**config.mk**
```make
export PLATFORM = sky130hd
export DESIGN_NAME = fetch_unit
export DESIGN_NICKNAME = d
export VERILOG_FILES = /design/src/rtl/fetch_unit.sv
export SDC_FILE = /design/constraint.sdc
export NUM_CORES = 1
export LEC_CHECK = 0
export ABC_AREA = 1
export ABC_CLOCK_PERIOD_IN_PS = 3560
export CORE_MARGIN = 3
export CORE_UTILIZATION = 40
export CTS_CLUSTER_SIZE = 20
export DETAILED_ROUTE_END_ITERATION = 10
export PLACE_DENSITY = 0.73
export SYNTH_ARGS = -nofsm -noshare
export SYNTH_HDL_FRONTEND = slang
export SYNTH_SLANG_ARGS = --single-unit
```
**constraint.sdc**
```tcl
create_clock -name clk -period 3.56 [get_ports clk]
set_clock_uncertainty 0.15 [all_clocks]
set_input_delay 0.712 -clock clk [delete_from_list [all_inputs] [get_ports clk]]
set_output_delay 0.712 -clock clk [all_outputs]
set_load 0.005 [all_outputs]
```
**src/rtl/fetch_unit.sv**
```systemverilog
// Instruction-fetch stage: owns the fetch PC and issues one memory request at a time.
// It holds each returned instruction in a one-entry valid/ready buffer for decode.
module fetch_unit #(
    parameter logic [31:0] RESET_PC = 32'h0000_0000,
    parameter logic [31:0] PC_STEP  = 32'd4
) (
    input  logic        clk,
    input  logic        reset,
    input  logic [31:0] pc,
    input  logic        pc_sel,
    output logic [31:0] pc_next,
    output logic        imem_req,
    output logic [31:0] imem_addr,
    input  logic        imem_gnt,
    input  logic        imem_rvalid,
    input  logic [31:0] imem_rdata,
    output logic        if_valid,
    input  logic        if_ready,
    output logic [31:0] if_instr,
    output logic [31:0] if_pc
);

    typedef enum logic [1:0] {
        IDLE = 2'd0,
        REQ  = 2'd1,
        WAIT = 2'd2
    } state_t;

    state_t      state_q;
    logic [31:0] fetch_pc_q;
    logic [31:0] req_pc_q;
    logic        drop_q;
    logic        if_valid_q;
    logic [31:0] if_instr_q;
    logic [31:0] if_pc_q;

    always_ff @(posedge clk) begin
        if (!reset) begin
            state_q    <= IDLE;
            fetch_pc_q <= RESET_PC;
            req_pc_q   <= '0;
            drop_q     <= 1'b0;
            if_valid_q <= 1'b0;
            if_instr_q <= '0;
            if_pc_q    <= '0;
        end else begin
            if (if_ready) begin
                if_valid_q <= 1'b0;
            end

            unique case (state_q)
                IDLE: begin
                    if (!if_valid_q || if_ready) begin
                        state_q <= REQ;
                    end
                end
                REQ: begin
                    if (imem_gnt) begin
                        req_pc_q <= fetch_pc_q;
                        drop_q   <= pc_sel;
                        state_q  <= WAIT;
                    end
                end
                WAIT: begin
                    if (imem_rvalid) begin
                        // A same-cycle redirect makes this response stale, just like a pending drop.
                        if (!drop_q && !pc_sel) begin
                            if_instr_q <= imem_rdata;
                            if_pc_q    <= req_pc_q;
                            if_valid_q <= 1'b1;
                        end
                        drop_q  <= 1'b0;
                        state_q <= IDLE;
                    end else if (pc_sel) begin
                        drop_q <= 1'b1;
                    end
                end
                default: state_q <= IDLE;
            endcase

            if ((state_q == REQ && imem_gnt) || pc_sel) begin
                fetch_pc_q <= pc;
            end

            // Redirect flushes the buffer last so it wins over a same-cycle load.
            if (pc_sel) begin
                if_valid_q <= 1'b0;
            end
        end
    end

    assign pc_next   = fetch_pc_q + PC_STEP;
    assign imem_req  = (state_q == REQ);
    assign imem_addr = fetch_pc_q;
    assign if_valid  = if_valid_q;
    assign if_instr  = if_instr_q;
    assign if_pc     = if_pc_q;

endmodule

```
==> key figures, run 1 <==
Setup path
  • Crit path DAT: 2.45 ns
  • Crit. End Element: output port
  • Worst path max stage delay: 0.55 ns
  • Most frequent CP cell: nand2_1
  • Crit path buf inv count: 1
  • Crit path max fanout: 5
  • CP Launch Type: register
  • CP required: 2.70 ns
  • Setup Crit Path Kind: reg -> out
  • RR Endpoint: req_pc_q[15]
  • Critical path cell sequence: ha_1 > nand2_1 > nor2_2 > nand2_1 > nor2_1 > xor2_1 > clkdlybuf4s50_1
  • R2r setup slk: 1.56 ns
  • FF-to-FF path depth: 7
  • Slowest cell on the critical path: clkdlybuf4s50_1
  • Cell family with most CP delay: simple AND/OR/NAND/NOR gates
  • Worst r2r src: state_q[0]

Power
  • Seq pwr share: 39.3%
  • Clock power frac: 49.6%
  • Psw: 894 uW
  • Comb power frac: 11.1%
  • Lkg Pwr: 3.03 nW
  • Total power divided by cell area: 496 nW/um^2
  • Sw frac: 21.8%
  • Peak VDD IR: 0.000279 V
  • Int Power: 3.20 mW

Yosys
  • EDFF count, synth: 0
  • Post-synth top area share: 47.4%
  • Register area share after synthesis: 47.4%
  • Synth area leaders: dfxtp_1, a21oi_1, nand2_1
  • Avg Inst Size Synth: 7.43 um^2
  • Cells after Synth: 750
  • Post-Synth Adder-Cell Area: 0.225%
  • XOR/XNOR Fraction of Synth Area: 2.36%
  • Synthesized Nets: 821
  • Yosys reg bits: 132
  • Unique masters post-synth: 27
  • Largest family of logic cells by synthesized area: simple AND/OR/NAND/NOR gates
  • Multiplexer share of the synthesized area: 0%
  • Synth Flop Type: dfxtp_1
  • Fraction of the mapped netlist area in compound gates: 18.9%
  • Most instantiated cells after synthesis: dfxtp_1, nand2_1, a21oi_1, nor2_1, inv_1
  • Area leader, netlist: dfxtp_1
  • Synth Cell Area: 5570 um^2
  • Async SR Flop Fraction: 0%
  • Yosys warns: 0
  • Synth Area in Simple Gates: 19.8%
  • Dominant cell by count in the synthesized netlist: dfxtp_1

Worst hold path
  • Path type of the worst min-delay path: reg -> reg
  • Worst Hold Path Cells: 2
  • Hold_sp: if_instr[15]
  • Hold EP: if_instr[15]

Die
  • Area of the die: 15,400 um^2
  • Initial core utilization: 41.4%
  • # rows: 42
  • Die Ht: 124 um
  • Core area: 13,500 um^2
  • Die X: 124 um
  • Num ports: 200

Flow run
  • Max cap viols: 0

Cells and area
  • Final core utilization: 61.4%
  • Final nets: 1,003
  • Fillers: 1,274
  • P&R area growth vs syn: 48.1%
  • Share of layout cells above drive strength 1: 5.93%
  • # diodes: 0

Place
  • Post-DP HPWL: 11,100 um
  • Routability Congestion: 0.829
  • Port Buffer Count: 199

STA
  • Fin crit share: 93.1%
  • Fmax: 0.302 GHz
  • Worst Tran Pin Value: 0.964 ns
  • Final-report max-slew violation count: 0
  • Setup TNS: 0 ns
  • Normalized max-slew margin: 35.8%
  • Endpoints failing hold: 0
  • RSZ-0062 raised after global routing: no
  • Final setup viols: 0
  • Crit path time final: 3.31 ns

Clock network
  • Clk buf depth: 2
  • CTS Hold Bufs: 0
  • PostCTS Resize Cnt: 0
  • Clock slew at reported path FFs: 0.05 ns
  • Clock Tree Root: clkbuf_16
  • CTS tree: built
  • Clock Latency Late Sink: 0.41 ns
  • Post-CTS Setup Repair Bufs: 0
  • Clock sinks: 132
  • H-tree depth: 4
  • CTS Buf Count: 17

Detailed routing
  • Via density: 4.74
  • Post-route DRC violation count: 0
  • DR pass1 iterations: 4
  • DR WL/cell: 14.1 um
  • Routed wire length: 15,800 um
  • Antenna Nets Post-Route: 0
  • DR vias: 5,311
  • Drt initial violations: 259

GRT
  • Initial antenna violation count: 0
  • Vias in the first global route: 4,842
  • Global-route usage over all layers: 20.5%
  • Grt ovf: 0
  • Pin count of the biggest net entering global routing: 107
  • First-pass GRT wire length: 24,300 um

Outcome
  • Status: complete, no violations
==> power groups by stage <==
| stage | clock, mW | combinational (mW) | sequential [mW] |
|---|---|---|---|
| 6_report | 2.03 | 0.454 | 1.61 |
| 5_1_grt | 2.14 | 0.501 | 1.62 |
| 4_1_cts | 2.07 | 0.459 | 1.61 |
| 3_3_place_gp | 0 | 0.455 | 1.64 |
| 3_5_place_dp | 0 | 0.454 | 1.64 |
| 2_1_floorplan | 0 | 0.192 | 1.63 |
==> stage by stage <==
step | setup slack, ns | std cells | power [mW] | hold WS (ns) | area, um^2
5_1_grt | 0.0986 | 1121 | 4.26 | 0.306 | 8250
2_1_floorplan | 1.45 | 750 | 1.82 | 0.290 | 5570
4_1_cts | 0.221 | 1121 | 4.14 | 0.294 | 8250
6_report | 0.246 | 1121 | 4.10 | 0.290 | 8250
3_5_place_dp | 0.701 | 1089 | 2.10 | 0.286 | 7560
3_3_place_gp | 0.752 | 1089 | 2.09 | 0.281 | 7560
==> routing by layer <==
metal | track usage (%) | up-vias | share of wire [%]
met2 | 32.0 | 198 | 43
met5 | 0 | - | 0
met1 | 25.4 | 2337 | 45
met4 | 8.15 | 0 | 1.7
li1 | - | 2756 | -
met3 | 7.90 | 20 | 10
==> sequential cells by signal, summed over array words and instances (netlist names) <==
register   cells
drop_q         1
if_instr      32
if_pc         32
state_q        2
if_valid       1
req_pc_q      32
imem_addr     32
==> tightest hold or removal path, delay by kind of cell, from the launching register on <==
family,cells,cell delay [ns]
flops,1,0.30
compound gates,1,0.05
buf+inv,1,0.04
==> area by class of cell <==
class | instances | area (um^2) | area share, %
Clock buffer | 24 | 502 | 6.08
Tap cell | 176 | 220 | 2.67
Sequential cell | 132 | 2640 | 32.0
Inverter | 89 | 334 | 4.05
Timing Repair Buffer | 205 | 2060 | 24.9
Multi-Input combinational cell | 487 | 2310 | 27.9
Clock inverter | 8 | 193 | 2.33
==> cell usage in the layout, fill, tap and decap left out, types with 4 or more instances in the layout <==
| cell type | instances |
|---|---|
| inv_2 | 4 |
| nor2_4 | 5 |
| o21ai_1 | 42 |
| nand3b_1 | 7 |
| bufinv_16 | 6 |
| clkbuf_16 | 17 |
| clkdlybuf4s50_1 | 198 |
| o21ai_0 | 67 |
| buf_4 | 4 |
| a21oi_1 | 99 |
| inv_1 | 84 |
| xor2_1 | 9 |
| nor2_1 | 99 |
| nor2_2 | 4 |
| clkbuf_8 | 5 |
| nand2_1 | 131 |
| nand3_1 | 8 |
| dfxtp_1 | 132 |
| xnor2_1 | 6 |
==> worst max path at each step <==
stage                 startpoint          end  cells after the start
finish              imem_addr[3]  pc_next[16]                      7
global route        imem_addr[3]  pc_next[18]                      7
CTS                 imem_addr[3]  pc_next[16]                      7
detailed placement  imem_addr[3]  pc_next[16]                      7
global placement    imem_addr[3]  pc_next[16]                      7
floorplan           imem_addr[3]  pc_next[18]                      6
==> cell families (layout without fill, tap and decap cells) <==
family          Yosys count  in the layout
simple gates            262            262
compound gates          209            209
flops                   132            132
buf+inv                 131            326
xor+xnor                 15             15
fa+ha+maj                 1              1
Note: power is estimated with default switching activity, not from simulation.
==> run 2, diff against run 1 <==
--- a/config.mk
+++ b/config.mk
@@ -12,6 +12,7 @@
 export CTS_CLUSTER_SIZE = 20
 export DETAILED_ROUTE_END_ITERATION = 10
 export PLACE_DENSITY = 0.73
+export SETUP_SLACK_MARGIN = 0.05
 export SYNTH_ARGS = -nofsm -noshare
 export SYNTH_HDL_FRONTEND = slang
 export SYNTH_SLANG_ARGS = --single-unit
==> results of run 2 <==
Same layout as run 1: the final DEF is identical, and so are final timing and power.
==> run 3, diff against run 2 <==
--- a/config.mk
+++ b/config.mk
@@ -6,12 +6,12 @@
 export NUM_CORES = 1
 export LEC_CHECK = 0
 export ABC_AREA = 1
-export ABC_CLOCK_PERIOD_IN_PS = 3560
+export ABC_CLOCK_PERIOD_IN_PS = 3000
 export CORE_MARGIN = 3
 export CORE_UTILIZATION = 40
 export CTS_CLUSTER_SIZE = 20
 export DETAILED_ROUTE_END_ITERATION = 10
-export PLACE_DENSITY = 0.73
+export PLACE_DENSITY = 0.76
 export SETUP_SLACK_MARGIN = 0.05
 export SYNTH_ARGS = -nofsm -noshare
 export SYNTH_HDL_FRONTEND = slang
==> constraint.sdc (replaced) <==
create_clock -name clk -period 3 [get_ports clk]
set_clock_uncertainty 0.15 [all_clocks]
set_input_delay 0.6 -clock clk [delete_from_list [all_inputs] [get_ports clk]]
set_output_delay 0.6 -clock clk [all_outputs]
set_load 0.005 [all_outputs]
==> key figures, run 3 (synthesis results as in run 1) <==
GRT
  • Global-route usage over all layers: 21.2% (+0.78 points)
  • Grt ovf: 0 (unchanged)
  • First-pass GRT wire length: 25,400 um (+4.8%)
  • Initial antenna violation count: 0 (unchanged)
  • Vias in the first global route: 4,996 (+3.2%)
  • Pin count of the biggest net entering global routing: 60 (-44%)

Detailed routing
  • DR WL/cell: 14.5 um (+2.6%)
  • DR pass1 iterations: 5 (+1)
  • Post-route DRC violation count: 0 (unchanged)
  • Via density: 4.79 (+1.1%)
  • Drt initial violations: 277 (+6.9%)
  • Antenna Nets Post-Route: 0 (unchanged)
  • Routed wire length: 16,300 um (+2.9%)
  • DR vias: 5,387 (+1.4%)

Die
  • Num ports: 200 (unchanged)
  • Core area: 13,500 um^2 (unchanged)
  • Die Ht: 124 um (unchanged)
  • Initial core utilization: 41.4% (unchanged)
  • # rows: 42 (unchanged)
  • Die X: 124 um (unchanged)
  • Area of the die: 15,400 um^2 (unchanged)

Clock network
  • Clk buf depth: 2 (unchanged)
  • Clock sinks: 132 (unchanged)
  • Clock Latency Late Sink: 0.41 ns (about the same)
  • H-tree depth: 4 (unchanged)
  • Clock Tree Root: clkbuf_16
  • CTS tree: built
  • CTS Buf Count: 17 (unchanged)
  • Clock slew at reported path FFs: 0.06 ns (about the same)

Cells and area
  • Multi-input logic area: 2390 um^2 (+3.5%)
  • Most common cell after layout, fill and taps aside: clkdlybuf4s50_1
  • Final core utilization: 61.8% (+0.45 points)
  • Fillers: 1,249 (-2.0%)
  • P&R area growth vs syn: 49.2%
  • Most frequent cells in the layout: clkdlybuf4s50_1, nand2_1, dfxtp_1, a21oi_1, nor2_1
  • Final nets: 1,007 (+0.40%)
  • Design Area, Final: 8310 um^2 (+0.73%)
  • # diodes: 0 (unchanged)
  • Register Area: 2690 um^2 (+1.8%)
  • Share of layout cells above drive strength 1: 10.4% (+4.5 points)

STA
  • Final setup viols: 0 (unchanged)
  • Normalized max-slew margin: 42.9% (+7.2 points)
  • Fin crit share: 94.9%
  • Endpoints failing hold: 0 (unchanged)
  • RSZ-0062 raised after global routing: no
  • Final-report max-slew violation count: 0 (unchanged)
  • Worst Tran Pin Value: 0.851 ns (-0.113 ns)
  • WHS: 0.290 ns (-0.000408 ns)
  • Fmax: 0.351 GHz
  • Setup TNS: 0 ns (unchanged)
  • Crit path time final: 2.85 ns

Setup path
  • CP Launch Type: register
  • Crit path DAT: 2.10 ns (-0.35 ns)
  • Crit. End Element: output port
  • CP required: 2.25 ns (-0.45 ns)
  • Crit path max fanout: 6 (+1)
  • Setup Crit Path Kind: reg -> out

Worst hold path
  • Path type of the worst min-delay path: reg -> reg

Outcome
  • Status: complete, no violations

Place
  • Placed cell area: 7580 um^2 (+0.23%)
  • Post-DP HPWL: 11,100 um (+0.60%)
  • Routability Congestion: 0.909 (+9.5%)
  • Port Buffer Count: 199 (unchanged)

Power
  • Peak VDD IR: 0.000367 V (+32%)
  • Lkg Pwr: 3.06 nW (+1.0%)
  • Total power divided by cell area: 542 nW/um^2 (+9.1%)

Flow run
  • Max cap viols: 0 (unchanged)
-- run 3: cell types whose count changed in the layout (fill, tap and decap cells not counted), sizes merged --
cell and change:
clkinv +5, buf +4, bufinv -4, clkbuf -4
clkdlybuf4s50 -3, clkinvlp +3, dlymetal6s2s +3
-- run 3: area by class of cell --
cell class                 instances  share of cell area, %
multi-input combinational        487                   28.7
timing repair buffer             209                   25.2
clock buffer                      20                   5.49
sequential                       132                   32.3
tap                              176                   2.65
inverter                          89                   4.02
clock inverter                    12                   1.58
-- run 3: worst max-delay path: stages, from the launching register on --
cell and delay [ns]:
dfxtp_2 0.40, nand2_1 0.12, nor2_1 0.24, nand2_4 0.11, nor2_4 0.13, xor2_1 0.16, clkdlybuf4s50_1 0.52
-- run 3: repair_timing --
item                                   CTS  global route
gates resized for setup                 19            36
endpoints found under the hold margin    0             0
hold buffers                             0             0
setup endpoints to repair               19            21
pin swaps                                1             3
buffers inserted                         0             2
-- run 3: per-layer routing --
metal / share of wire [%] / vias to the layer above / GRT usage, %
met5: 0 / - / 0
li1: - / 2760 / -
met3: 11 / 25 / 7.90
met1: 45 / 2389 / 27.8
met4: 1.7 / 0 / 8.01
met2: 43 / 213 / 31.9
-- run 3: worst paths after layout --
| path | start | end | slack, ns | depth (start not counted) |
|---|---|---|---|---|
| worst max-delay path | imem_addr[7] | pc_next[18] | 0.15 | 6 |
| worst max register to register | state_q[0] | req_pc_q[17] | 1.04 | 6 |
| worst min-delay path | if_pc[23] | if_pc[23] | 0.29 | 2 |
| worst min register to register | if_pc[23] | if_pc[23] | 0.29 | 2 |
-- run 3: power by group --
part / total (mW) / switching [mW] / internal [mW] / leakage (nW)
Clock: 2.03 / 0.770 / 1.26 / 0.278
Sequential: 1.92 / 0.0873 / 1.83 / 1.08
Combinational: 0.548 / 0.242 / 0.306 / 1.70
Total: 4.50 / 1.10 / 3.40 / 3.06
-- run 3: per-stage QoR --
step,cells,power [mW],worst slack (ns)
2_1_floorplan,750,2.16,0.998
3_3_place_gp,1091,2.49,0.410
3_5_place_dp,1091,2.49,0.384
4_1_cts,1123,4.55,0.0480
5_1_grt,1125,4.69,0.0458
6_report,1125,4.50,0.154
